--- config.mk ---
export PLATFORM = sky130hd
export DESIGN_NAME = jump_engine
export DESIGN_NICKNAME = d
export VERILOG_FILES = /design/src/rtl/jump_pkg.sv /design/src/rtl/stage_lfsr.sv /design/src/rtl/jump_engine.sv
export SDC_FILE = /design/constraint.sdc
export NUM_CORES = 1
export LEC_CHECK = 0
export CAP_MARGIN = 10
export CORE_MARGIN = 3
export CORE_UTILIZATION = 50
export CTS_CLUSTER_DIAMETER = 200
export DETAILED_ROUTE_END_ITERATION = 10
export GPL_TIMING_DRIVEN = 0
export PLACE_DENSITY = 0.71
export SETUP_SLACK_MARGIN = 0.4
export SKIP_CTS_REPAIR_TIMING = 1
export SYNTH_ARGS = -nofsm -noshare
export SYNTH_HDL_FRONTEND = slang
export SYNTH_SLANG_ARGS = --single-unit
--- constraint.sdc ---
create_clock -name clk -period 5.1 [get_ports clk]
set_clock_uncertainty 0.05 [all_clocks]
set_input_delay 0.765 -clock clk [delete_from_list [all_inputs] [get_ports clk]]
set_output_delay 0.765 -clock clk [all_outputs]
set_load 0.03 [all_outputs]
--- src/rtl/jump_pkg.sv ---
// -----------------------------------------------------------------------------
// jump_pkg
// Shared definitions for the jump game logic and the VGA display block:
//   - state_t      : 4-bit FSM state encoding (also driven out on `state`)
//   - COLOR_*      : 2-bit stage colour codes
//   - geometry     : ground line, body height, home x, screen size
//   - motion       : jump length, launch speed, scroll and drop steps
//   - reset scene  : man and stage geometry loaded on reset / restart
//   - helpers      : saturating arithmetic used by the datapath
// -----------------------------------------------------------------------------
package jump_pkg;

   typedef enum logic [3:0] {
      ST_START  = 4'd0,
      ST_IDLE   = 4'd1,
      ST_CHARGE = 4'd2,
      ST_JUMP   = 4'd3,
      ST_LAND   = 4'd4,
      ST_SCROLL = 4'd5,
      ST_DROP   = 4'd6,
      ST_DEAD   = 4'd7
   } state_t;

   localparam logic [1:0] COLOR_GREEN  = 2'd0;
   localparam logic [1:0] COLOR_BLUE   = 2'd1;
   localparam logic [1:0] COLOR_YELLOW = 2'd2;
   localparam logic [1:0] COLOR_RED    = 2'd3;

   localparam logic [9:0] SCREEN_W  = 10'd800;
   localparam logic [9:0] SCREEN_H  = 10'd600;
   localparam logic [9:0] GROUND_Y  = 10'd500;
   localparam logic [9:0] TALL      = 10'd40;
   localparam logic [9:0] HOME_X    = 10'd200;
   localparam logic [9:0] MAN_X_MAX = SCREEN_W - 10'd1;

   localparam logic [4:0]        JUMP_TICKS  = 5'd31;
   localparam logic signed [5:0] VY0         = 6'sd15;
   localparam logic [9:0]        SCROLL_STEP = 10'd8;
   localparam logic [9:0]        DROP_STEP   = 10'd20;
   localparam logic [5:0]        POWER_MAX   = 6'd63;
   localparam logic [9:0]        CENTER_TOL  = 10'd4;

   // New stage1 placement offsets applied to LFSR bits
   localparam logic [9:0] NEW_X_BASE = 10'd400;
   localparam logic [9:0] NEW_W_BASE = 10'd20;

   localparam logic [9:0] RST_MAN_X    = 10'd200;
   localparam logic [9:0] RST_STAGE_X0 = 10'd200;
   localparam logic [9:0] RST_STAGE_X1 = 10'd500;
   localparam logic [9:0] RST_STAGE_W0 = 10'd60;
   localparam logic [9:0] RST_STAGE_W1 = 10'd40;
   localparam logic [9:0] LFSR_SEED    = 10'h1A5;

   // a - b, floored at zero
   function automatic logic [9:0] sat_sub10(input logic [9:0] a, input logic [9:0] b);
      if (a > b) begin
         return a - b;
      end else begin
         return 10'd0;
      end
   endfunction

   // a + b, capped at 255
   function automatic logic [7:0] sat_add8(input logic [7:0] a, input logic [7:0] b);
      logic [8:0] sum;
      sum = {1'b0, a} + {1'b0, b};
      if (sum[8]) begin
         return 8'hFF;
      end else begin
         return sum[7:0];
      end
   endfunction

   // smaller of two 10-bit values
   function automatic logic [9:0] min10(input logic [9:0] a, input logic [9:0] b);
      if (a < b) begin
         return a;
      end else begin
         return b;
      end
   endfunction

endpackage

--- src/rtl/stage_lfsr.sv ---
// -----------------------------------------------------------------------------
// stage_lfsr
// 10-bit Fibonacci LFSR (x^10 + x^7 + 1) that picks the next stage geometry.
// Ports:
//   clk, rst   : clock, asynchronous active-high reset (loads LFSR_SEED)
//   step       : advance the register by one position this cycle
//   lfsr_next  : value the register takes on the next step; the caller uses
//                it in the same cycle it asserts step
// -----------------------------------------------------------------------------
module stage_lfsr
   import jump_pkg::*;
(
   input  logic       clk,
   input  logic       rst,
   input  logic       step,
   output logic [9:0] lfsr_next
);

   logic [9:0] lfsr_r;
   logic [9:0] next_s;

   // feedback from taps 10 and 7, shifted in at the bottom
   always_comb begin
      next_s = {lfsr_r[8:0], lfsr_r[9] ^ lfsr_r[6]};
   end

   // shift register, advances only on step
   always_ff @(posedge clk or posedge rst) begin
      if (rst) begin
         lfsr_r <= LFSR_SEED;
      end else if (step) begin
         lfsr_r <= next_s;
      end else begin
         lfsr_r <= lfsr_r;
      end
   end

   assign lfsr_next = next_s;

endmodule

--- src/rtl/jump_engine.sv ---
// -----------------------------------------------------------------------------
// jump_engine
// Game-logic stage feeding the VGA display: button charge, ballistic jump,
// landing check, scroll and drop-in of a new stage. Motion advances once per
// frame_tick; button edges act on any cycle. All outputs are registered.
// Ports:
//   clk, rst          : clock, asynchronous active-high reset
//   frame_tick        : one-cycle pulse per video frame
//   btn               : raw button, double-flop synchronised here
//   man_x, man_y      : man bottom-centre position
//   man_tall          : man body height (squashes while charging)
//   stage_x[0:1]      : stage bottom-centre x
//   stage_w[0:1]      : stage half-width
//   stage_color[0:1]  : stage colour code
//   stage_y2          : stage1 top y (animated during drop-in)
//   state             : current FSM state (state_t encoding)
//   score             : successful landings, saturating at 255
// Build option:
//   JUMP_CENTER_BONUS_EN : a stage1 landing within 4 px of its centre scores 2
// -----------------------------------------------------------------------------
module jump_engine
   import jump_pkg::*;
(
   input  logic       clk,
   input  logic       rst,
   input  logic       frame_tick,
   input  logic       btn,
   output logic [9:0] man_x,
   output logic [9:0] man_y,
   output logic [9:0] man_tall,
   output logic [9:0] stage_x [0:1],
   output logic [9:0] stage_w [0:1],
   output logic [1:0] stage_color [0:1],
   output logic [9:0] stage_y2,
   output logic [3:0] state,
   output logic [7:0] score
);

   // button synchroniser and edge detect
   logic btn_meta_r, btn_sync_r, btn_prev_r;
   logic press_s, release_s;

   // architectural state
   state_t            state_r, state_nxt_s;
   logic [5:0]        power_r, power_nxt_s;
   logic [3:0]        vx_r, vx_nxt_s;
   logic signed [5:0] vy_r, vy_nxt_s;
   logic [9:0]        h_r, h_nxt_s;
   logic [4:0]        jcnt_r, jcnt_nxt_s;
   logic [9:0]        man_x_r, man_x_nxt_s;
   logic [9:0]        man_y_r, man_y_nxt_s;
   logic [9:0]        tall_r, tall_nxt_s;
   logic [9:0]        x0_r, x0_nxt_s, x1_r, x1_nxt_s;
   logic [9:0]        w0_r, w0_nxt_s, w1_r, w1_nxt_s;
   logic [1:0]        c0_r, c0_nxt_s, c1_r, c1_nxt_s;
   logic [9:0]        y2_r, y2_nxt_s;
   logic [7:0]        score_r, score_nxt_s;

   // LFSR interface
   logic       lfsr_step_s;
   logic [9:0] lfsr_next_s;

   // datapath helpers
   logic [5:0]  power_inc_s;
   logic [9:0]  tall_charge_s;
   logic [10:0] man_x_sum_s;
   logic [9:0]  man_x_jump_s;
   logic [9:0]  h_add_s;
   logic [4:0]  jcnt_inc_s;
   logic [9:0]  scroll_d_s;
   logic [9:0]  x1_scroll_s;
   logic [10:0] y2_sum_s;
   logic [9:0]  y2_drop_s;
   logic [9:0]  lo0_s, lo1_s;
   logic [10:0] hi0_s, hi1_s;
   logic        on_stage0_s, on_stage1_s;
   logic [7:0]  land_gain_s;

   stage_lfsr u_stage_lfsr (
      .clk       (clk),
      .rst       (rst),
      .step      (lfsr_step_s),
      .lfsr_next (lfsr_next_s)
   );

   // two-flop synchroniser plus previous-value flop for edge detection
   always_ff @(posedge clk or posedge rst) begin
      if (rst) begin
         btn_meta_r <= 1'b0;
         btn_sync_r <= 1'b0;
         btn_prev_r <= 1'b0;
      end else begin
         btn_meta_r <= btn;
         btn_sync_r <= btn_meta_r;
         btn_prev_r <= btn_sync_r;
      end
   end

   assign press_s   = btn_sync_r & ~btn_prev_r;
   assign release_s = ~btn_sync_r;

   // per-state arithmetic shared by the next-state logic
   always_comb begin
      power_inc_s   = (power_r == POWER_MAX) ? power_r : power_r + 6'd1;
      // squash uses the power value being written this tick
      tall_charge_s = TALL - {5'd0, power_inc_s[5:1]};
      man_x_sum_s   = {1'b0, man_x_r} + {7'd0, vx_r};
      man_x_jump_s  = (man_x_sum_s > {1'b0, MAN_X_MAX}) ? MAN_X_MAX : man_x_sum_s[9:0];
      h_add_s       = h_r + {{4{vy_r[5]}}, vy_r};
      jcnt_inc_s    = jcnt_r + 5'd1;
      scroll_d_s    = min10(SCROLL_STEP, sat_sub10(x1_r, HOME_X));
      x1_scroll_s   = sat_sub10(x1_r, scroll_d_s);
      y2_sum_s      = {1'b0, y2_r} + {1'b0, DROP_STEP};
      y2_drop_s     = (y2_sum_s >= {1'b0, GROUND_Y}) ? GROUND_Y : y2_sum_s[9:0];
   end

   // inclusive landing windows, left edges floored at zero
   always_comb begin
      lo0_s       = sat_sub10(x0_r, w0_r);
      lo1_s       = sat_sub10(x1_r, w1_r);
      hi0_s       = {1'b0, x0_r} + {1'b0, w0_r};
      hi1_s       = {1'b0, x1_r} + {1'b0, w1_r};
      on_stage0_s = (man_x_r >= lo0_s) && ({1'b0, man_x_r} <= hi0_s);
      on_stage1_s = (man_x_r >= lo1_s) && ({1'b0, man_x_r} <= hi1_s);
   end

`ifdef JUMP_CENTER_BONUS_EN
   logic [9:0] center_dist_s;

   // distance of the feet from stage1 centre decides the bonus
   always_comb begin
      if (man_x_r >= x1_r) begin
         center_dist_s = man_x_r - x1_r;
      end else begin
         center_dist_s = x1_r - man_x_r;
      end
      land_gain_s = (center_dist_s <= CENTER_TOL) ? 8'd2 : 8'd1;
   end
`else
   assign land_gain_s = 8'd1;
`endif

   // next-state and next-datapath logic
   always_comb begin
      state_nxt_s = state_r;
      power_nxt_s = power_r;
      vx_nxt_s    = vx_r;
      vy_nxt_s    = vy_r;
      h_nxt_s     = h_r;
      jcnt_nxt_s  = jcnt_r;
      man_x_nxt_s = man_x_r;
      man_y_nxt_s = man_y_r;
      tall_nxt_s  = tall_r;
      x0_nxt_s    = x0_r;
      x1_nxt_s    = x1_r;
      w0_nxt_s    = w0_r;
      w1_nxt_s    = w1_r;
      c0_nxt_s    = c0_r;
      c1_nxt_s    = c1_r;
      y2_nxt_s    = y2_r;
      score_nxt_s = score_r;
      lfsr_step_s = 1'b0;

      case (state_r)
         ST_START: begin
            if (press_s) begin
               man_x_nxt_s = RST_MAN_X;
               man_y_nxt_s = GROUND_Y;
               tall_nxt_s  = TALL;
               x0_nxt_s    = RST_STAGE_X0;
               x1_nxt_s    = RST_STAGE_X1;
               w0_nxt_s    = RST_STAGE_W0;
               w1_nxt_s    = RST_STAGE_W1;
               c0_nxt_s    = COLOR_GREEN;
               c1_nxt_s    = COLOR_RED;
               y2_nxt_s    = GROUND_Y;
               score_nxt_s = 8'd0;
               power_nxt_s = 6'd0;
               state_nxt_s = ST_IDLE;
            end else begin
               state_nxt_s = ST_START;
            end
         end

         ST_IDLE: begin
            if (press_s) begin
               power_nxt_s = 6'd0;
               state_nxt_s = ST_CHARGE;
            end else begin
               state_nxt_s = ST_IDLE;
            end
         end

         ST_CHARGE: begin
            // release takes priority over a coincident tick
            if (release_s) begin
               vx_nxt_s    = power_r[5:2];
               vy_nxt_s    = VY0;
               h_nxt_s     = 10'd0;
               jcnt_nxt_s  = 5'd0;
               tall_nxt_s  = TALL;
               state_nxt_s = ST_JUMP;
            end else if (frame_tick) begin
               power_nxt_s = power_inc_s;
               tall_nxt_s  = tall_charge_s;
            end else begin
               state_nxt_s = ST_CHARGE;
            end
         end

         ST_JUMP: begin
            if (frame_tick) begin
               man_x_nxt_s = man_x_jump_s;
               vy_nxt_s    = vy_r - 6'sd1;
               jcnt_nxt_s  = jcnt_inc_s;
               // pin the final height so rounding can never leave feet off ground
               if (jcnt_inc_s == JUMP_TICKS) begin
                  h_nxt_s     = 10'd0;
                  man_y_nxt_s = GROUND_Y;
                  state_nxt_s = ST_LAND;
               end else begin
                  h_nxt_s     = h_add_s;
                  man_y_nxt_s = GROUND_Y - h_add_s;
               end
            end else begin
               state_nxt_s = ST_JUMP;
            end
         end

         ST_LAND: begin
            if (on_stage1_s) begin
               score_nxt_s = sat_add8(score_r, land_gain_s);
               state_nxt_s = ST_SCROLL;
            end else if (on_stage0_s) begin
               state_nxt_s = ST_IDLE;
            end else begin
               state_nxt_s = ST_DEAD;
            end
         end

         ST_SCROLL: begin
            if (frame_tick) begin
               man_x_nxt_s = sat_sub10(man_x_r, scroll_d_s);
               x0_nxt_s    = sat_sub10(x0_r, scroll_d_s);
               // once stage1 is home it becomes stage0 and a new stage1 spawns
               if (x1_scroll_s == HOME_X) begin
                  x0_nxt_s    = x1_scroll_s;
                  w0_nxt_s    = w1_r;
                  c0_nxt_s    = c1_r;
                  lfsr_step_s = 1'b1;
                  x1_nxt_s    = NEW_X_BASE + {2'd0, lfsr_next_s[7:0]};
                  w1_nxt_s    = NEW_W_BASE + {5'd0, lfsr_next_s[4:0]};
                  c1_nxt_s    = lfsr_next_s[9:8];
                  y2_nxt_s    = 10'd0;
                  state_nxt_s = ST_DROP;
               end else begin
                  x1_nxt_s    = x1_scroll_s;
               end
            end else begin
               state_nxt_s = ST_SCROLL;
            end
         end

         ST_DROP: begin
            if (frame_tick) begin
               y2_nxt_s = y2_drop_s;
               if (y2_drop_s == GROUND_Y) begin
                  state_nxt_s = ST_IDLE;
               end else begin
                  state_nxt_s = ST_DROP;
               end
            end else begin
               state_nxt_s = ST_DROP;
            end
         end

         ST_DEAD: begin
            if (press_s) begin
               state_nxt_s = ST_START;
            end else begin
               state_nxt_s = ST_DEAD;
            end
         end

         default: begin
            state_nxt_s = ST_START;
         end
      endcase
   end

   // state and datapath registers
   always_ff @(posedge clk or posedge rst) begin
      if (rst) begin
         state_r <= ST_START;
         power_r <= 6'd0;
         vx_r    <= 4'd0;
         vy_r    <= 6'sd0;
         h_r     <= 10'd0;
         jcnt_r  <= 5'd0;
         man_x_r <= RST_MAN_X;
         man_y_r <= GROUND_Y;
         tall_r  <= TALL;
         x0_r    <= RST_STAGE_X0;
         x1_r    <= RST_STAGE_X1;
         w0_r    <= RST_STAGE_W0;
         w1_r    <= RST_STAGE_W1;
         c0_r    <= COLOR_GREEN;
         c1_r    <= COLOR_RED;
         y2_r    <= GROUND_Y;
         score_r <= 8'd0;
      end else begin
         state_r <= state_nxt_s;
         power_r <= power_nxt_s;
         vx_r    <= vx_nxt_s;
         vy_r    <= vy_nxt_s;
         h_r     <= h_nxt_s;
         jcnt_r  <= jcnt_nxt_s;
         man_x_r <= man_x_nxt_s;
         man_y_r <= man_y_nxt_s;
         tall_r  <= tall_nxt_s;
         x0_r    <= x0_nxt_s;
         x1_r    <= x1_nxt_s;
         w0_r    <= w0_nxt_s;
         w1_r    <= w1_nxt_s;
         c0_r    <= c0_nxt_s;
         c1_r    <= c1_nxt_s;
         y2_r    <= y2_nxt_s;
         score_r <= score_nxt_s;
      end
   end

   assign man_x          = man_x_r;
   assign man_y          = man_y_r;
   assign man_tall       = tall_r;
   assign stage_x[0]     = x0_r;
   assign stage_x[1]     = x1_r;
   assign stage_w[0]     = w0_r;
   assign stage_w[1]     = w1_r;
   assign stage_color[0] = c0_r;
   assign stage_color[1] = c1_r;
   assign stage_y2       = y2_r;
   assign state          = state_r;
   assign score          = score_r;

endmodule
== Word-level counts from Yosys, hierarchy flattened ==
Index checks and enable logic that the tools add are counted.
Word-level totals
  register bits: 140
  bits in latches: 0
  memory bits (writable): 0
  bits in read-only memories: 0
  input port bits: 4
  output and inout port bits: 96
  logic and storage cells: 190
  memories kept: 0
Operators by class
  $add $sub $neg: 19
  multiply operators: 0
  divide/modulo/power cells: 0
  magnitude comparators: 13
  equality and inequality tests: 26
  shifts and indexed selects: 0
  multiplexer cells: 82
  bitwise logic cells: 4
  reductions and logical operators: 24
Operators by type and width (number)
  $mux W10: 33
  $pmux W10 S2: 7
  $pmux W10 S3: 2
  $gt A10 B10 Y1: 5
  $sub A10 B10 Y10: 5
  $mux W6: 6
  $pmux W4 S8: 1
  $mux W4: 7
  $mux W8: 3
  $pmux W6 S2: 2
  $add A10 B10 Y11: 2
  $le A10 B11 Y1: 2
  $ge A10 B10 Y1: 2
  $ne A2 B2 Y1 const B: 10
  $reduce_and A3 Y1: 6
  $eq A4 B3 Y1 const B: 4
  $pmux W8 S2: 1
  $mux W2: 7
  $mux W3: 4
  $ne A3 B3 Y1 const B: 4
  $reduce_and A4 Y1: 3
  $reduce_bool A2 Y1: 6
  $add A10 B4 Y11: 1
  $add A10 B5 Y11 const B: 1
  other kinds (34): 44

== Longest topological paths before layout ==
Gate-level depths: netlist of run 1.
  depth after elaboration: 10
  mapped depth: 24
  gate-level depth less buffers: 23

== Hierarchy ==
Synthesis of run 1 repeated with hierarchy kept, for this count alone.
Second synthesis, totals
  cell total of the unflattened synthesis: 1285
  area, all modules: 10960.5 sq um
By module, submodules not included
  jump_engine: times used 1, cells each 1253, area an instance 10500.1 sq um
  stage_lfsr: times used 1, cells each 32, area an instance 460.4 sq um

== Least setup slack after synthesis of run 1 ==
Ideal clock, no wire load.
  path type: register -> register
  start: reg x1_r[0]
  end: reg score_r[1] (netlist: score[1])
  arrival time: 4.301 ns
  required time: 4.917 ns
  slack: 0.616 ns
  cell stages (with the launch flop): 23
  period minus slack after synthesis: 4.484 ns
  cell sequence: dfrtp_1 -> inv_1 -> ha_1 -> inv_1 -> fa_1 -> a21o_1 -> a21oi_1 -> o21bai_1 -> a21oi_1 -> o21ai_0 -> or3_1 -> clkbuf_1 -> nand2_1 -> ha_1 -> a21o_1 -> a21o_1 -> a21oi_1 -> o21ai_0 -> a221o_1 -> a31o_2 -> clkbuf_1 -> o211ai_1 -> o21ai_0
On the way
  word-level cells in the longest chain between the ends: 6
RTL lines
  start, declared: line jump_engine.sv:53  | logic [9:0] x0_r, x0_nxt_s, x1_r, x1_nxt_s;
  start signal, assigned: line jump_engine.sv:322  | x1_r <= x1_nxt_s;
  $sub A10 B10 Y10 or $gt A10 B10 Y1 (tied branches): line jump_pkg.sv:57, jump_pkg.sv:56
  $mux W10: line jump_pkg.sv:56  | if (a > b) begin
  $ge A10 B10 Y1: line jump_engine.sv:124  | on_stage1_s = (man_x_r >= lo1_s) && ({1'b0, man_x_r} <= hi1_s);
  $logic_and A1 B1 Y1 (*): line jump_engine.sv:124
  $ne A2 B2 Y1 (no line) (*)
  $reduce_and A3 Y1 (no line) (*)
  end signal, assigned: line jump_engine.sv:328  | score_r <= score_nxt_s;
  end, declared: line jump_engine.sv:57  | logic [7:0] score_r, score_nxt_s;
Mark *: on every way between the ends. The rest lies on a longest branch, timed or not.
A chain may end at the register's enable or synchronous reset.

== Worst setup path after layout of run 1 ==
  start: reg x1_r[7]
  end: reg u_stage_lfsr.lfsr_r[3]
On the way
  word-level cells in the longest chain between the ends: 10
RTL lines
  $sub A10 B8 Y10 or $gt A10 B8 Y1 (tied branches): line jump_pkg.sv:57, jump_pkg.sv:56
  $mux W10: line jump_pkg.sv:56
  $lt A4 B10 Y1: line jump_pkg.sv:76  | if (a < b) begin
  $mux W10: line jump_pkg.sv:76
  $sub A10 B10 Y10 or $gt A10 B10 Y1 (tied branches): line jump_pkg.sv:57, jump_pkg.sv:56
  $mux W10 (*): line jump_pkg.sv:56
  $eq A10 B8 Y1 (*): line jump_engine.sv:246  | if (x1_scroll_s == HOME_X) begin
  $mux W1 (*): line jump_engine.sv:246
  $mux W1 (*): line jump_engine.sv:242  | if (frame_tick) begin
  $mux W1 (*): line jump_engine.sv:164  | case (state_r)
  end signal, assigned: line stage_lfsr.sv:32  | lfsr_r <= next_s;
  end signal, assigned: line stage_lfsr.sv:34  | lfsr_r <= lfsr_r;
  end, declared: line stage_lfsr.sv:19  | logic [9:0] lfsr_r;
Marks and branches as above.

==> results.cfg, run 1 <==
[logic_synthesis]
synth-seq-area-share_pct = 29.97
synthFlopType = dfrtp_1
yosys.area_share.simple_pct = 18.37
netlist_area_um2 = 10770
synth_top_area_share_pct = 20.45
yosys.cell_types.count = 82
synth_xor_area_share_pct = 6.751
synth_area_leaders = dfrtp_1 20%, ha_1 14%, dfstp_2 9.5%, nand2_1 4.5%, a21oi_1 4.2%
avgSynthCellArea_um2 = 8.587
netlist_instances = 1254
async_flop_share_pct = 100.0
yosys_warnings = 0
synth_area_leader_cell = dfrtp_1
synth-compound-area-share_pct = 22.44
synth_fa_ha_area_share_pct = 15.55
synth-seq-cells = 127
synth_top_family_by_area = compound AO/OA/AOI/OAI gates
synthMuxAreaShare_pct = 1.580
synth_edf_count = 0

[timing]
setup_viol = 0
rsz0062_at_grt = false
timing.fmax_ghz = 0.2172
hold_viol = 0
fin_crit_sh_pct = 90.28
fin_crit_ns = 4.604
setup_slack_ns = 0.4956
whs_ns = 0.2965
worst_slew_pin_slew_ns = 0.9697
slew_headroom_pct = 33.68
drv_slew = 0

[cells_and_area]
multi_input_area_um2 = 7184
stdcell_area_um2 = 13030
regArea_um2 = 3228
nets = 1545
antennaDiodeCount = 0
area_growth_pct = 20.99
fin_cells = 1703
drive_above_1_share_pct = 11.62
fin_util_pct = 61.78
fill_cells = 1859

[placement]
place_ws_ns = -0.03882
place_congestion = 0.9206
dp.cells = 1646
portBuffers = 86
post_dp_cell_area_um2 = 12120
hpwl_um = 21580

[global_route]
met1_usage_pct = 35.60
grt-busiest-layer = met2
antenna_found_initial = 0
grtUsageMet3_pct = 4.203
grt_pass1_wl_um = 48200
grt.overflow.total = 0
grt_max_degree = 70
met2_usage_pct = 39.62
track_usage_pct = 24.83
first_global_vias = 9311

[outcome]
status = finished, final reports clean

[detailed_routing]
viasPerCell = 5.831
ant_nets = 0
vias = 9931
drt-total-wl_um = 29420
drt-initial-drc-count = 635
firstDrtPassIters = 5
drcViolationCount = 0
wl_per_cell_um = 17.27

[power_and_ir_drop]
ir_drop_mv = 0.3280
power_density_nw_per_um2 = 630.6
leakagePower_uw = 0.005910

[worst_setup_path]
cpMostUsedCell = buf_6
end_kind = register
r2r_start = x1_r[7]
r2r_end = u_stage_lfsr.lfsr_r[3]
crit_buf_inv = 3
rrSetupSlack_ns = 0.50
critical_path.top_delay_family = simple AND/OR/NAND/NOR gates
critPathRequiredTime_ns = 5.37
max_stage_delay_ns = 0.62
crit_fanout = 10
path_cells = buf_4 -> o211a_1 -> a21boi_0 -> a211o_1 -> nor3_4 -> ha_1 -> fa_2 -> xor2_1 -> and3_1 -> nor3_1 -> o22a_1 -> nor4b_4 -> and4b_1 -> buf_6 -> nand2_2 -> buf_6 -> a21o_1
critPathKind = reg2reg
critPathArrivalTime_ns = 4.87
cp-startpoint = x1_r[7]
critical_path.slowest_cell = dfstp_2
r2r_cells = 17
cp-start-kind = register

[die]
die_x_um = 152.8
core_um2 = 21090
die_h_um = 152.8
rows = 53
start_util_pct = 51.06
ios = 100
die_area_um2 = 23330

[clocking]
clock-sinks = 127
cts_tree = yes
htreeDepth = 4
cts_made_buffers = 17
clockBufferDepth = 2
clkTransAtPathRegs_ns = 0.06
clk_latency_ns = 0.43
cts_root_buf = clkbuf_16

[worst_hold_path]
holdPathStages = 0
min_from = btn_meta_r
hold_path_class = reg2reg
timing.hold.worst_endpoint = btn_sync_r

[job]
drv_cap = 0
## cell usage after synthesis, drive strengths merged, types with 10 or more instances
cell type / n
a21o: 31
nand4: 15
nor2: 95
o21bai: 11
nor3: 33
o21a: 15
dfstp: 39
ha: 117
a21oi: 91
clkbuf: 35
dfrtp: 88
nand2b: 12
xor2: 44
xnor2: 39
nand2: 131
a22o: 12
a31oi: 15
o21ai: 81
nor2b: 10
inv: 72
and3: 15
buf: 23
nand3: 42
## flip-flops by register name, indices dropped and copies added (netlist names), 8 cells and up
| signal | flops |
|---|---|
| man_y | 10 |
| u_stage_lfsr.lfsr_r | 10 |
| h_r | 10 |
| stage_y2 | 10 |
| score | 8 |
| x0_r | 10 |
| man_x | 10 |
| x1_r | 10 |
## per-stage QoR
step | setup TNS (ns) | power (uW)
6_report | 0 | 8215
3_5_place_dp | -0.09307 | 6747
3_3_place_gp | -84.79 | 6639
2_1_floorplan | 0 | 5331
5_1_grt | 0 | 8910
4_1_cts | -0.3788 | 8013
## area by class of cell
class                      instances  area share (%)
sequential                       127           24.78
timing repair buffer             112           8.356
clock buffer                      23           3.669
clock inverter                     9          0.8356
multi-input combinational       1027           55.15
buffer                            58           2.459
inverter                          72           2.113
tap                              275           2.641
## where the power goes
| group | switching [uW] | internal [uW] |
|---|---|---|
| Clock | 459 | 756 |
| Combinational | 3000 | 2170 |
| Sequential | 471 | 1350 |
## layer usage
metal / up-vias / share of wire [%]
li1: 4845 / -
met1: 4770 / 48
met2: 282 / 46
met3: 34 / 5.4
met4: 0 / 1.6
met5: - / 0
## worst max-delay path by stage
stage,cells past startpoint,to,slack (ns)
finish,17,u_stage_lfsr.lfsr_r[3],0.50
global route,19,u_stage_lfsr.lfsr_r[3],0.30
CTS,15,u_stage_lfsr.lfsr_r[6],-0.07
detailed placement,15,u_stage_lfsr.lfsr_r[4],-0.04
global placement,2,w0_r[1],-0.97
floorplan,22,score[1],0.62
## cells by family (layout without fill, tap and decap cells)
| kind of cell | count (synthesis) | in the layout |
|---|---|---|
| AO/OA/AOI/OAI | 362 | 362 |
| XOR/XNOR | 83 | 83 |
| adder cells (fa/ha/maj) | 129 | 129 |
| buffers and inverters | 130 | 274 |
| flip-flops | 127 | 127 |
| multiplexers | 16 | 16 |
| other | 2 | 32 |
| AND/OR/NAND/NOR | 405 | 405 |
## layout by cell type (no fill, tap or decap), drive strengths merged, types with 7 or more instances in the layout
| master | n |
|---|---|
| nand2 | 131 |
| ha | 117 |
| nor2 | 95 |
| a21oi | 91 |
| dfrtp | 88 |
| clkdlybuf4s50 | 86 |
| o21ai | 81 |
| inv | 72 |
| clkbuf | 57 |
| buf | 50 |
| xor2 | 44 |
| nand3 | 42 |
| xnor2 | 39 |
| dfstp | 39 |
| nor3 | 33 |
| conb | 32 |
| a21o | 31 |
| nand4 | 15 |
| and3 | 15 |
| o21a | 15 |
| a31oi | 15 |
| nand2b | 12 |
| a22o | 12 |
| o21bai | 11 |
| nor2b | 10 |
| a211o | 9 |
| o31ai | 9 |
| fa | 9 |
| and2 | 8 |
| mux2i | 8 |
| o211ai | 8 |
| mux2 | 8 |
| o22a | 7 |
| o22ai | 7 |
| nor4 | 7 |
| a2111oi | 7 |
No activity file was read; power rests on OpenSTA's default activity.
==> run 2: changes to the inputs <==
- CORE_MARGIN: 3 -> 1
- CORE_UTILIZATION: 50 -> 31
- PLACE_DENSITY: 0.71 -> 0.58
==> run 2 against run 1 <==
Against the previous run:
- fmax about the same
- critical endpoint is now u_stage_lfsr.lfsr_r[4]
- via count decreased by 1.4%
- wire length increased by 5.6%
- clock power about the same
- cell count increased by 10%
==> results.cfg, run 2 (synthesis results as in run 1) <==
[outcome]
status = finished, final reports clean

[power_and_ir_drop]
ir_drop_mv = 0.2907
leakagePower_uw = 0.005977
power_density_nw_per_um2 = 621.5

[clocking]
clock-sinks = 127
clk_latency_ns = 0.44
cts_tree = yes
clkTransAtPathRegs_ns = 0.06
clockBufferDepth = 2
cts_made_buffers = 17
cts_root_buf = clkbuf_16
htreeDepth = 4

[job]
drv_cap = 0

[cells_and_area]
antennaDiodeCount = 0
fin_util_pct = 39.46
area_growth_pct = 24.10
nets = 1549
final_common_cell = nand2_1
stdcell_area_um2 = 13360
layout_common_cells = 126 x nand2_1, 115 x ha_1, 92 x nor2_1
drive_above_1_share_pct = 13.06
fin_cells = 1880

[die]
rows = 67
start_util_pct = 31.79
ios = 100
die_h_um = 188.4
core_um2 = 33870
die_x_um = 188.4
die_area_um2 = 35490

[detailed_routing]
drcViolationCount = 0
ant_nets = 0
drt-total-wl_um = 31070
viasPerCell = 5.209
drt-initial-drc-count = 620
wl_per_cell_um = 16.52
firstDrtPassIters = 5
vias = 9792

[global_route]
grt_max_degree = 68
grt.overflow.total = 0
track_usage_pct = 17.50
grt_pass1_wl_um = 49500
first_global_vias = 9245
antenna_found_initial = 0

[worst_setup_path]
path_cells = buf_6 -> inv_1 -> ha_1 -> xnor2_1 -> nand3b_1 -> a211o_4 -> nor2_4 -> nand2_4 -> ha_4 -> nand3b_1 -> a211o_1 -> nand2_1 -> or3_1 -> nand4_1 -> nor4b_4 -> buf_4 -> buf_4 -> nand4b_4 -> nor2_4 -> mux2_2
critPathKind = reg2reg
critical_path.slowest_cell = dfrtp_1
end_kind = register
max_stage_delay_ns = 0.41
critPathArrivalTime_ns = 4.88
crit_fanout = 8
cp-start-kind = register
critPathRequiredTime_ns = 5.37

[placement]
portBuffers = 86
post_dp_cell_area_um2 = 12330
dp.cells = 1819
hpwl_um = 22900
place_congestion = 0.8785

[timing]
whs_ns = 0.3023
timing.fmax_ghz = 0.2171
rsz0062_at_grt = false
fin_crit_ns = 4.606
slew_headroom_pct = 28.92
drv_slew = 0
setup_viol = 0
worst_slew_pin_slew_ns = 1.039
fin_crit_sh_pct = 90.32
hold_viol = 0

[worst_hold_path]
hold_path_class = reg2reg
[run 2: cell types whose count changed in the layout (fill, tap and decap cells not counted), moves of 2 or more]
cell      before  now
clkbuf_1      34   30
nand2_2        3    1
buf_2          2    5
nand2_4        0    4
clkbuf_8       3    1
inv_6          1    6
a21oi_1       87   82
a21oi_2        4    8
o21ai_1        3    5
nand2_1      128  126
o21ai_0       76   73
[run 2: power by group]
part / leakage (uW) / total, uW / internal, uW / switching, uW
Sequential: 0.00157 / 1820 / 1350 / 467
Clock: 0.000272 / 1220 / 691 / 531
Combinational: 0.00413 / 5260 / 2220 / 3040
[run 2: per-layer routing]
metal / vias to the layer above / part of all wire, % / GRT usage [%]
li1: 4839 / - / -
met1: 4677 / 49 / 25.02
met2: 244 / 44 / 26.98
met5: - / 0 / 0
met4: 0 / 1.5 / 4.529
met3: 32 / 5.5 / 3.185
[run 2: path summary, 6_finish.rpt]
kind	end	cells after the start	startpoint	slack, ns
min reg2reg	btn_sync_r	0	btn_meta_r	0.30
max in group asynchronous	w0_r[3]	3	rst	3.46
min	btn_sync_r	0	btn_meta_r	0.30
max	u_stage_lfsr.lfsr_r[4]	20	x1_r[3]	0.49
max reg2reg	u_stage_lfsr.lfsr_r[4]	20	x1_r[3]	0.49
min in group asynchronous	score[5]	2	rst	0.74
[run 2: worst max-delay path, delay by kind of cell (launching register included)]
family / cells / cell delay [ns]
buffers and inverters: 4 / 0.47
adders and majority gates: 2 / 0.51
muxes: 1 / 0.36
AOI/OAI and AO/OA: 2 / 0.72
xor gates and xnor gates: 1 / 0.19
and+or+nand+nor: 10 / 1.77
DFF: 1 / 0.41
[run 2: metrics by stage]
step / power, uW / TNS (ns) / worst slack (ns)
5_1_grt: 9018 / 0 / 0.2869
6_report: 8305 / 0 / 0.4938
2_1_floorplan: 5331 / 0 / 0.6157
3_3_place_gp: 6692 / -113.29 / -1.300
3_5_place_dp: 6777 / -1.620 / -0.1262
4_1_cts: 8057 / -1.624 / -0.1286
[run 2: layout make-up]
type,count,area [um2]
Fill cell,3460,20500
Buffer,58,326.6
Sequential cell,127,3229
Inverter,72,275.3
Multi-Input combinational cell,1027,7281
Clock buffer,18,439.2
Timing Repair Buffer,116,1121
Clock inverter,14,130.1
Tap cell,448,560.5
==> run 3: changes to the inputs <==
- GPL_ROUTABILITY_DRIVEN: not set -> 0
- RECOVER_POWER: not set -> 25
- clock period: 5.1 -> 5.9 ns (I/O delays scaled with it)
==> run 3 against run 2 <==
Against the previous run:
- the run now ends with max-capacitance violations, max-slew violations left
- hold slack about the same
- power is 16% lower
- sequential power decreased by 13%
- cell count decreased by 1.5%
- first-iteration DRC count fell by 7.1%
- clock power fell by 13%
- fmax fell by 9.8%
- sequential share of layout area up 0.87 points
- register-to-register slack better by 0.30 ns
- combinational power decreased by 18%
- non-clock buffer count fell by 29
- critical path depth shrank 1
- critical endpoint is now w1_r[2]
- largest cell class unchanged
- largest power group unchanged
==> results.cfg, run 3 (synthesis results as in run 1) <==
[worst_setup_path]
critPathArrivalTime_ns = 5.36
critical_path.slowest_cell = nor4b_4
r2r_end = w1_r[2]
r2r_cells = 19
rrSetupSlack_ns = 0.79
end_kind = register
critPathRequiredTime_ns = 6.16
max_stage_delay_ns = 0.48
path_cells = buf_2 -> inv_1 -> ha_1 -> xnor2_1 -> nand3b_1 -> a211o_1 -> nor2_1 -> nand2_1 -> ha_1 -> a21oi_1 -> a211o_1 -> a211oi_1 -> a221oi_1 -> nand4_1 -> nor4b_4 -> nand4b_1 -> o21ai_4 -> buf_6 -> o22ai_1
cp-start-kind = register
critPathKind = reg2reg
crit_fanout = 10
r2r_start = x1_r[3]

[cells_and_area]
layout_common_cells = 129 x nand2_1, 117 x ha_1, 94 x nor2_1
area_growth_pct = 19.70
nets = 1520
multi_input_area_um2 = 7097
drive_above_1_share_pct = 8.838
fin_cells = 1851
fill_cells = 3480
antennaDiodeCount = 0
final_common_cell = nand2_1
fin_util_pct = 38.06
regArea_um2 = 3227

[timing]
rsz0062_at_grt = false
fin_crit_sh_pct = 86.56
setup_viol = 0
slew_headroom_pct = -98.79
timing.fmax_ghz = 0.1958
hold_viol = 0
setup_slack_ns = 0.7929
drv_slew = 130
fin_crit_ns = 5.107
worst_slew_pin_slew_ns = 2.965

[die]
core_um2 = 33870
rows = 67
start_util_pct = 31.79
die_h_um = 188.4
ios = 100
die_area_um2 = 35490
die_x_um = 188.4

[global_route]
track_usage_pct = 17.50
first_global_vias = 9245
antenna_found_initial = 0
grt_pass1_wl_um = 49500
grt.overflow.total = 0
grt_max_degree = 68

[detailed_routing]
firstDrtPassIters = 8
drt-total-wl_um = 30340
wl_per_cell_um = 16.39
ant_nets = 0
drt-initial-drc-count = 576
vias = 9638
viasPerCell = 5.207
drcViolationCount = 0

[worst_hold_path]
timing.hold.worst_endpoint = btn_sync_r
holdPathStages = 0
min_from = btn_meta_r
hold_path_class = reg2reg

[placement]
dp.cells = 1819
hpwl_um = 22900
portBuffers = 86
place_ws_ns = 0.6738

[power_and_ir_drop]
leakagePower_uw = 0.005741
ir_drop_mv = 0.2498
power_density_nw_per_um2 = 538.5

[clocking]
clkTransAtPathRegs_ns = 0.06
clk_latency_ns = 0.44
cts_tree = yes
clockBufferDepth = 2
htreeDepth = 4
cts_root_buf = clkbuf_16
cts_made_buffers = 17
clock-sinks = 127

[job]
drv_cap = 2

[outcome]
status = complete, but fails checks
violations = max-capacitance violations, max-slew violations
==> run 3: cell count changes in the layout (fill, tap and decap cells not counted), moves of 4 or more <==
cell	delta
a21oi_1	+9
a21oi_2	-8
buf_4	-26
clkbuf_1	+5
nand2_4	-4
o21ai_0	+4
==> run 3: how the worst max path moves through the flow <==
stage	depth (start not counted)	startpoint	slack, ns	endpoint
2_1_floorplan	22	x1_r[0]	1.42	score[1]
3_3_place_gp	2	rst	-0.62	x0_r[0]
3_5_place_dp	18	x1_r[3]	0.67	u_stage_lfsr.lfsr_r[6]
4_1_cts	18	x1_r[3]	0.67	state[1]
5_1_grt	19	x1_r[3]	0.43	c0_r[1]
6_report	19	x1_r[3]	0.79	w1_r[2]
==> run 3: routing by layer <==
layer | track usage [%] | vias up | share of wire, %
met5 | 0 | - | 0
met4 | 4.529 | 0 | 1.6
met3 | 3.185 | 32 | 4.6
met2 | 26.98 | 205 | 44
met1 | 25.02 | 4625 | 50
li1 | - | 4776 | -
==> run 3: layout make-up <==
cell class	count	share of cell area [%]
well taps	448	4.349
repair buffers	87	6.718
multi-input cells	1027	55.06
flip-flops and latches	127	25.04
plain buffers	58	2.310
clock buffers	18	3.407
inverters	72	2.107
clock inverters	14	1.010
==> run 3: stage by stage <==
stage          cell area [um2]  power (uW)  setup TNS, ns  hold slack, ns
6_report                 12890        6941              0          0.3022
2_1_floorplan            10880        4608              0          0.2812
3_5_place_dp             12330        5858              0          0.2886
3_3_place_gp             12300        5784         -53.44          0.2886
4_1_cts                  12900        6964              0          0.3032
5_1_grt                  12890        7555              0          0.3201
==> run 3: critical path, delay by kind of cell, from the launching register on <==
| kind | cells | cell delay [ns] |
|---|---|---|
| DFF | 1 | 0.43 |
| xor gates and xnor gates | 1 | 0.17 |
| AOI/OAI and AO/OA | 7 | 1.58 |
| buffers and inverters | 3 | 0.50 |
| and+or+nand+nor | 6 | 1.63 |
| adders and majority gates | 2 | 0.63 |
==> run 3: power by group <==
group / total [uW] / internal (uW) / switching [uW] / leakage (uW)
clock: 1060 / 597 / 459 / 0.000272
combinational: 4310 / 1770 / 2530 / 0.00389
sequential: 1580 / 1170 / 408 / 0.00158
total: 6940 / 3540 / 3400 / 0.00574
==> edit, RTL diff (config.mk and constraints of run 2) <==
Reset style: synchronous (`rst`), changed in 3 clocked blocks. Comments in the files are not updated.
--- a/src/rtl/stage_lfsr.sv
+++ b/src/rtl/stage_lfsr.sv
@@ -25,7 +25,7 @@
    end
 
    // shift register, advances only on step
-   always_ff @(posedge clk or posedge rst) begin
+   always_ff @(posedge clk) begin
       if (rst) begin
          lfsr_r <= LFSR_SEED;
       end else if (step) begin
--- a/src/rtl/jump_engine.sv
+++ b/src/rtl/jump_engine.sv
@@ -84,7 +84,7 @@
    );
 
    // two-flop synchroniser plus previous-value flop for edge detection
-   always_ff @(posedge clk or posedge rst) begin
+   always_ff @(posedge clk) begin
       if (rst) begin
          btn_meta_r <= 1'b0;
          btn_sync_r <= 1'b0;
@@ -289,7 +289,7 @@
    end
 
    // state and datapath registers
-   always_ff @(posedge clk or posedge rst) begin
+   always_ff @(posedge clk) begin
       if (rst) begin
          state_r <= ST_START;
          power_r <= 6'd0;
Check against the original RTL: differs if rst is asserted again (counterexample within 4 cycles, from zero or initial values and one cycle with rst high); with rst held inactive, the same outputs for 10 cycles.
==> edit against run 2 <==
Wire length up 5.1%; synthesized area down 5.9%; setup slack worse by 0.21 ns; fmax decreased by 4.3%; sequential cell count stayed put; count of clock-buffer cells in the layout grew 1; via count increased by 2.1%; hold slack improved by 0.10 ns; final area is 2.3% lower.
Power is left out: it rests on default switching activity, and per cell area and clock period it moved more than threefold.
==> edit: results (changes against run 2) <==
- Total GRT Usage: 18.9% (+1.4 points)
- Met1 WL: 15.6 mm (+2.5%)
- CP top delay family: compound AO/OA/AOI/OAI gates
- Layout cell share with drive strength beyond 1: 12.2% (-0.82 points)
- Area of the multi-input gates: 7550 um^2 (+3.7%)
- CP max-delay cell: or4_4
- Met2 WL: 14.8 mm (+8.3%)
- Area grow syn2layout: 28.8%
- Met3 Track Usage GR: 3.18% (-0.0078 points)
- Register area share after synthesis: 25.1% (-4.9 points)
- Fraction of area in registers: 19.6% (-4.5 points)
- Synth top area cells: dfxtp_1 25%, ha_1 15%, a21oi_1 5.5%, nor2_1 4.2%, nand2_1 4.2%
- CP max FO: 6 (-2)
- Number of non-clock buffers: 183 (+5.2%)
- Comb_multi_in: 1054 (+2.6%)
- Max Freq: 208 MHz (-4.3%)
- Outcome: completed
- Non-clock buffers, area share: 12.0% (+1.2 points)
- Tightest Pin Transition: 0.930 ns (-0.109 ns)
- XOR/XNOR Fraction of Synth Area: 7.00% (+0.25 points)
- Fill count: 3311 (-4.3%)
- Global-route wire length before repair: 49.8 mm (+0.59%)
- Vias in the first global route: 9149 (-1.0%)
- Met2 usage: 29.7% (+2.7 points)
- Met3 WL: 1.60 mm (-7.1%)
- WL per Instance: 17.3 um (+4.6%)
- Synth Area in Compound Gates: 23.0% (+0.60 points)
- Placed cell areas: 11700 um^2 (-5.5%)
- Routability congestion estimate: 0.903 (+2.8%)
- Number of library cell types mapped by synthesis: 77 (-6.1%)
- Post-synthesis adder-cell area fraction: 16.6% (+1.0 points)
- Clock-cell share of area: 4.63% (+0.37 points)
## edit: stage by stage
stage | utilization [%] | TNS [ns] | cells | setup WS [ns]
after global placement | 36.6 | -27.50 | 1820 | -0.715
after CTS | 38.5 | -30.96 | 1852 | -0.794
after global routing | 41.0 | 0 | 1889 | 0.137
after floorplan | - | 0 | 1300 | 0.421
final | 41.0 | 0 | 1889 | 0.289
after detailed placement | 36.6 | -29.56 | 1820 | -0.770
## edit: path summary, 6_finish.rpt
check                                           start               endpoint  slack (ns)  depth (start not counted)
worst min-delay path            btn_meta_r$_SDFF_PP0_  btn_sync_r$_SDFF_PP0_        0.40                          1
worst min register to register  btn_meta_r$_SDFF_PP0_  btn_sync_r$_SDFF_PP0_        0.40                          1
worst max register to register   x1_r[4]$_SDFFE_PP1P_   w0_r[5]$_SDFFE_PP1P_        0.29                         21
worst max-delay path             x1_r[4]$_SDFFE_PP1P_   w0_r[5]$_SDFFE_PP1P_        0.29                         21
